### src/rtl/writeback_pkg.sv
// Shared widths and types for the add datapath's write-back stage and its neighbours.
package writeback_pkg;

  localparam int unsigned DATA_W = 32;
  localparam int unsigned ADDR_W = 5;
  localparam int unsigned NREGS  = 2 ** ADDR_W;

  localparam logic [ADDR_W-1:0] REG_ZERO = '0;

  typedef struct packed {
    logic [ADDR_W-1:0] dest;
    logic [DATA_W-1:0] data;
  } wb_entry_t;

endpackage

### src/rtl/writeback_regfile_2r1w.sv
// Register file: NREGS x DATA_W, two combinational reads, one synchronous write, r0 reads 0.
module regfile_2r1w
  import writeback_pkg::*;
(
  input  logic              clk,
  input  logic              rst,
  input  logic              we_i,
  input  logic [ADDR_W-1:0] waddr_i,
  input  logic [DATA_W-1:0] wdata_i,
  input  logic [ADDR_W-1:0] raddr_1_i,
  input  logic [ADDR_W-1:0] raddr_2_i,
  output logic [DATA_W-1:0] rdata_1_o,
  output logic [DATA_W-1:0] rdata_2_o
);

  logic [DATA_W-1:0] regs_q [NREGS];

  always_ff @(posedge clk or posedge rst) begin
    if (rst) begin
      for (int unsigned i = 0; i < NREGS; i++) begin
        regs_q[i] <= '0;
      end
    end else if (we_i && (waddr_i != REG_ZERO)) begin
      regs_q[waddr_i] <= wdata_i;
    end
  end

  always_comb begin
    rdata_1_o = (raddr_1_i == REG_ZERO) ? '0 : regs_q[raddr_1_i];
    rdata_2_o = (raddr_2_i == REG_ZERO) ? '0 : regs_q[raddr_2_i];
  end

endmodule

### src/rtl/writeback.sv
// Write-back stage: single pending slot between execute and the register file,
// with bypass from the slot onto both decode read ports.
module writeback
  import writeback_pkg::*;
(
  input  logic              clk,
  input  logic              rst,
  input  logic              wb_valid,
  output logic              wb_ready,
  input  logic [ADDR_W-1:0] wb_dest,
  input  logic [DATA_W-1:0] wb_data,
  input  logic              commit_en,
  input  logic [ADDR_W-1:0] rd_addr_1,
  input  logic [ADDR_W-1:0] rd_addr_2,
  output logic [DATA_W-1:0] rd_data_1,
  output logic [DATA_W-1:0] rd_data_2,
  output logic [31:0]       retire_count,
  output logic [ADDR_W-1:0] last_dest,
  output logic [DATA_W-1:0] last_data
);

  logic              p_valid_q;
  wb_entry_t         pend_q;
  logic [31:0]       retire_q;
  wb_entry_t         last_q;
  logic              commit;
  logic              xfer;
  logic [DATA_W-1:0] rf_rdata_1;
  logic [DATA_W-1:0] rf_rdata_2;

  assign wb_ready = !p_valid_q || commit_en;
  assign commit   = p_valid_q && commit_en;
  assign xfer     = wb_valid && wb_ready;

  always_ff @(posedge clk or posedge rst) begin
    if (rst) begin
      p_valid_q <= 1'b0;
      pend_q    <= '0;
      retire_q  <= '0;
      last_q    <= '0;
    end else begin
      if (commit) begin
        retire_q <= retire_q + 32'd1;
        last_q   <= pend_q;
      end
      // A same-cycle transfer refills the slot the committing entry just vacated.
      if (xfer) begin
        p_valid_q   <= 1'b1;
        pend_q.dest <= wb_dest;
        pend_q.data <= wb_data;
      end else if (commit) begin
        p_valid_q <= 1'b0;
      end
    end
  end

  regfile_2r1w u_regfile (
    .clk       (clk),
    .rst       (rst),
    .we_i      (commit),
    .waddr_i   (pend_q.dest),
    .wdata_i   (pend_q.data),
    .raddr_1_i (rd_addr_1),
    .raddr_2_i (rd_addr_2),
    .rdata_1_o (rf_rdata_1),
    .rdata_2_o (rf_rdata_2)
  );

  always_comb begin
    rd_data_1 = rf_rdata_1;
    rd_data_2 = rf_rdata_2;
    if (rd_addr_1 == REG_ZERO) begin
      rd_data_1 = '0;
    end else if (p_valid_q && (pend_q.dest == rd_addr_1)) begin
      rd_data_1 = pend_q.data;
    end
    if (rd_addr_2 == REG_ZERO) begin
      rd_data_2 = '0;
    end else if (p_valid_q && (pend_q.dest == rd_addr_2)) begin
      rd_data_2 = pend_q.data;
    end
  end

  assign retire_count = retire_q;
  assign last_dest    = last_q.dest;
  assign last_data    = last_q.data;

endmodule

### config.mk
export PLATFORM = sky130hd
export DESIGN_NAME = writeback
export DESIGN_NICKNAME = d
export VERILOG_FILES = /design/src/rtl/writeback_pkg.sv /design/src/rtl/writeback_regfile_2r1w.sv /design/src/rtl/writeback.sv
export SDC_FILE = /design/constraint.sdc
export NUM_CORES = 2
export LEC_CHECK = 0
export BUFFER_PORTS_ARGS = -buffer_cell sky130_fd_sc_hd__buf_2
export CAP_MARGIN = 15
export CORE_UTILIZATION = 45
export DETAILED_ROUTE_END_ITERATION = 8
export SKIP_LAST_GASP = 1
export SYNTH_ARGS = -nofsm -noshare
export SYNTH_HDL_FRONTEND = slang
export SYNTH_SLANG_ARGS = --single-unit
export TNS_END_PERCENT = 100
### constraint.sdc
create_clock -name clk -period 75.8 [get_ports clk]
set_input_delay 3.79 -clock clk [delete_from_list [all_inputs] [get_ports clk]]
set_output_delay 3.79 -clock clk [all_outputs]
set_load 0.03 [all_outputs]
Word-level counts from Yosys, hierarchy flattened
Cells that the tools add are included.
{"block": "totals", "ff_bits": 1131, "inputBits": 51, "out_inout_bits": 134, "elab_cells": 75}
{"block": "op_classes", "add_sub_neg": 1, "order_cmp": 4, "n_eq_ne": 2, "mux": 15, "bitwise_logic": 3, "n_reduce_logical": 12}
{"cell": "1024-bit bitwise mux", "n": 1}
{"cell": "32-bit binary-select mux with 5-bit select", "n": 2}
{"cell": "32-bit two-way mux", "n": 9}
{"cell": "32-bit demux with 5-bit select", "n": 1}
{"cell": "32-bit by 1-bit adder with 32-bit output, second input constant", "n": 1}
{"cell": "6-bit >= comparator, second input constant", "n": 3}
{"cell": "5-bit inverter with 6-bit output", "n": 3}
{"cell": "5-bit == test", "n": 2}
{"cell": "5-bit zero test", "n": 2}
{"cell": "1-bit logical AND", "n": 6}
{"cell": "6-bit by 1-bit less-than comparator with 1-bit output, second input constant", "n": 1}
{"cell": "5-bit nonzero test", "n": 1}
{"cell": "1-bit two-way mux", "n": 2}
{"cell": "2-bit nonzero test", "n": 1}
{"cell": "1-bit zero test", "n": 1}
{"cell": "1-bit logical OR", "n": 1}

Logic depth before layout (Yosys ltp)
{"block": "depth", "word_depth": 6, "depth_mapped": 11, "ltp_nobuf": 6}

By module
A second synthesis with hierarchy kept.
{"block": "hier_totals", "cells_unflattened": 4154, "hier_area_um2": 61159.9}
{"mod": "regfile_2r1w", "instances": 1, "cells_per_inst": 3614, "area_per_inst_um2": 55560.8, "seq_area_each_um2": 25624.6}
{"mod": "writeback", "instances": 1, "cells_per_inst": 540, "area_per_inst_um2": 5599.1, "seq_area_each_um2": 2677.6}

Worst setup path after synthesis
OpenSTA, ideal clock, no wires.
{"block": "synth_path", "path_type": "input-to-output", "from": "in rd_addr_1[1]", "to": "out rd_data_1[30]", "arrival_time_ns": 5.921, "required_time_ns": 72.010, "slack_ns": 66.089, "path_stages": 8, "cell_sequence": "buf_2 > buf_2 > buf_2 > clkinv_1 > o211ai_1 > a21oi_1 > a311o_1 > o31ai_1"}
{"block": "synth_between", "elab_chain_cells": 6, "word_cells_on_any_way": 9, "classes_between": "eq/ne (1); mux (5); bitwise (1); reduce/logical (2)"}
{"item": "start, declared", "line": "writeback.sv:13", "rtl": "input logic [ADDR_W-1:0] rd_addr_1,"}
{"item": "5-bit inverter with 6-bit output (not written as such)", "line": "writeback_regfile_2r1w.sv:29", "rtl": "rdata_1_o = (raddr_1_i == REG_ZERO) ? '0 : regs_q[raddr_1_i];"}
{"item": "32-bit binary-select mux with 5-bit select", "line": "writeback_regfile_2r1w.sv:29"}
{"item": "32-bit two-way mux (not written as such) (2 in a row)", "line": "writeback_regfile_2r1w.sv:29"}
{"item": "32-bit two-way mux", "line": "writeback.sv:74", "rtl": "end else if (p_valid_q && (pend_q.dest == rd_addr_1)) begin"}
{"item": "32-bit two-way mux (*)", "line": "writeback.sv:72", "rtl": "if (rd_addr_1 == REG_ZERO) begin"}
{"item": "end, declared", "line": "writeback.sv:15", "rtl": "output logic [DATA_W-1:0] rd_data_1,"}
Every way passes the cells marked *; elsewhere a longest branch is shown, timed or not. The select of a mux whose other input is x is not followed.

Worst setup path after layout
{"block": "layout_path", "from": "in rd_addr_1[0]", "to": "out rd_data_1[30]"}
The elaborated chain is that of the path after synthesis.

==> results.toml <==
[global_routing]
overflow = 0
grt_max_degree = 179
use_met2_pct = 47.59
grtUsageMet1_pct = 40.84
grt_pass1_vias = 39745
use_met3_pct = 5.571
antenna_found_initial = 3
busiest_layer = "met2"
grt_pass1_wl_um = 291800
grt_util_all_layers_pct = 29.79

[worst_setup_path]
crit_fanout = 62
cp_slowest_cell = "buf_4"
cp-start-kind = "input port"
worstSetupPathType = "input port to primary output"
crit_required_ps = 72010
cp.arrival_ps = 8300
crit_start = "rd_addr_1[0]"
cp_common_cell = "buf_4"
critPathMaxStageDelay_ps = 840
r2r_start = "pend_q[36]"
crit_path_end_kind = "primary output"
path_cells = "buf_8 -> buf_4 -> buf_4 -> buf_4 -> mux4_2 -> mux4_2 -> nand2_1 -> mux2_2 -> o31ai_1 -> buf_2"

[sta]
hold_violations = 0
fin_tns_setup_ps = 0
skew_ps = 24.33
fin_crit_sh_pct = 15.95
fin_crit_ps = 12090
setup_viol = 0
slew_violations = 0
holdWs_ps = 389.7
maxSlewHeadroom_pct = 15.15
fin_ws_ps = 63710
tightest_slew_ps = 1273
rsz0062_at_grt = "no"
clock.fmax_mhz = 82.74

[placed_design]
place.gp.congestion = 0.8065
io_buffer_count = 184
pre_cts_ws_ps = 63710
dp_hpwl_um = 107100
place_area_um2 = 62200

[synth]
ys.flop_type = "dfrtp_1"
synth.area.top_cells = "dfrtp_1, mux2_2, mux4_2"
yosys_warnings = 0
synth_area_um2 = 60010
synth_top_area_share_pct = 47.16
yosysTopAreaCell = "dfrtp_1"
synth_cell_types = 70
yosysMostFrequentCell = "dfrtp_1"
syn_inst = 4243
synth_nets = 4295
ys_seq_area_share_pct = 47.16
synth_edf_count = 0
ys_ff_latch = 1131
syn_avg_cell_area_um2 = 14.14
async_flop_share_pct = 100.0
ys_top_cells_by_count = "dfrtp_1, mux2_2, mux4_2, clkbuf_1, mux2i_1"

[cts]
cts_resized = 0
holdBufCountCts = 0
cts_buffer_depth = 3
cts_made_buffers = 135
cts_tree = "built"
htreeDepth = 4
clockRootBuffer = "clkbuf_16"
clkTransAtPathRegs_ps = 50
clk_latency_ps = 790
cts_sinks = 1131
post_cts_buffers = 0

[die]
die_area_um2 = 134800
initial_core_util_pct = 45.48
fp.dieW_um = 367.2
core_area_um2 = 132000
io-pin-count = 185
num_rows = 133
dieHeight_um = 367.2

[power]
p_leak_uw = 0.03012
powerDensity_nw_per_um2 = 33.27
p_sw_share_pct = 30.73
peakVddDrop_uv = 23.06
p_int_uw = 1533
clockPowerShare_pct = 28.9
p_sw_uw = 680.1
comb_power_share_pct = 27.3
seqPwrFrac_pct = 43.8

[detailed_routing]
drtAntennaViolNets = 0
drt_wl_total_um = 199600
via_per_inst = 6.516
post_drt_wl_per_cell_um = 32.87
drc = 0
drt_iter0_markers = 3979
vias = 39579
dr.pass1.iters = 7

[run]
cap_violations = 0

[worst_hold_path]
hold_start = "u_regfile.regs_q[1011]"
hp-class = "register to register"

[finish]
finalNetCount = 4269
drive_above_1_share_pct = 46.12
fin_util_pct = 50.41
area_growth_pct = 10.84
fin_area_um2 = 66520
n_antenna_cell = 0

[run_status]
status = "completed"
metrics by stage:
stage                     std cells  total power (µW)
after floorplan                4243              1413
after global placement         5834              1556
after detailed placement       5835              1576
after CTS                      6074              2217
after global routing           6074              2318
final                          6074              2213
path summary, 6_finish.rpt:
| check | to | slack (ps) | cells after the start |
|---|---|---|---|
| hold / removal | u_regfile.regs_q[1011] | 390 | 0 |
| min in group asynchronous | u_regfile.regs_q[898] | 3210 | 2 |
| hold reg to reg | u_regfile.regs_q[1011] | 390 | 0 |
| max in group asynchronous | u_regfile.regs_q[916] | 68610 | 6 |
| setup reg to reg | u_regfile.regs_q[490] | 72270 | 3 |
| setup / recovery | rd_data_1[30] | 63710 | 10 |
logic make-up after synthesis:
kind of cell | Yosys count | synth area share (%)
buffers and inverters | 477 | 3.803
AOI/OAI and AO/OA | 382 | 4.635
xor gates and xnor gates | 41 | 0.5984
muxes | 1741 | 40.13
adders and majority gates | 1 | 0.02085
DFF | 1131 | 47.16
and+or+nand+nor | 470 | 3.655
cells in the final DEF (no fill, tap or decap), types with 20 or more instances in the layout:
cell          n
nand4_1      20
mux2_2      992
clkinv_2     27
xnor2_1      29
buf_2       176
nor2_1       39
o21ai_0      93
clkbuf_16   138
mux2_1       28
a221oi_1     81
a21oi_1      37
a22oi_1      44
nand2_1     207
clkbuf_8     28
dfrtp_1    1131
buf_4       119
clkbuf_1     30
mux2i_1     293
and3_1       26
nand3_1      65
mux4_2      422
critical path, delay by kind of cell:
family | cells | cell delay (ps)
muxes | 3 | 1260
AOI/OAI and AO/OA | 1 | 120
buffers and inverters | 5 | 2890
and+or+nand+nor | 1 | 90
routing by layer:
layer  up-vias  wire length, µm  share of wire (%)
li1      16102                -                  -
met1     21475            83440                 42
met2      1616            95510                 48
met3       384            13800                6.9
met4         2             6862                3.4
met5         -               20              0.010
area by class of cell:
type                            instances  area [µm²]
Clock buffer                          196        3951
Sequential cell                      1131       28300
Fill cell                           11308       65440
Multi-Input combinational cell       2635       29730
Timing Repair Buffer                  304        1926
Tap cell                             1755        2196
Clock inverter                         43       365.4
Inverter                               10       46.29
power groups by stage:
stage	clock [µW]	sequential, µW	combinational (µW)
detailed placement	0	973	603
finish	640	970	604
CTS	649	963	605
global route	675	997	646
floorplan	0	935	478
global placement	0	965	591
state kept, by name (all words and copies together), names as in the netlist:
signal	count
last_data	32
retire_count	32
u_regfile.regs_q	1024
last_dest	5
p_valid_q	1
pend_q	37
No activity file was read; power rests on OpenSTA's default activity.
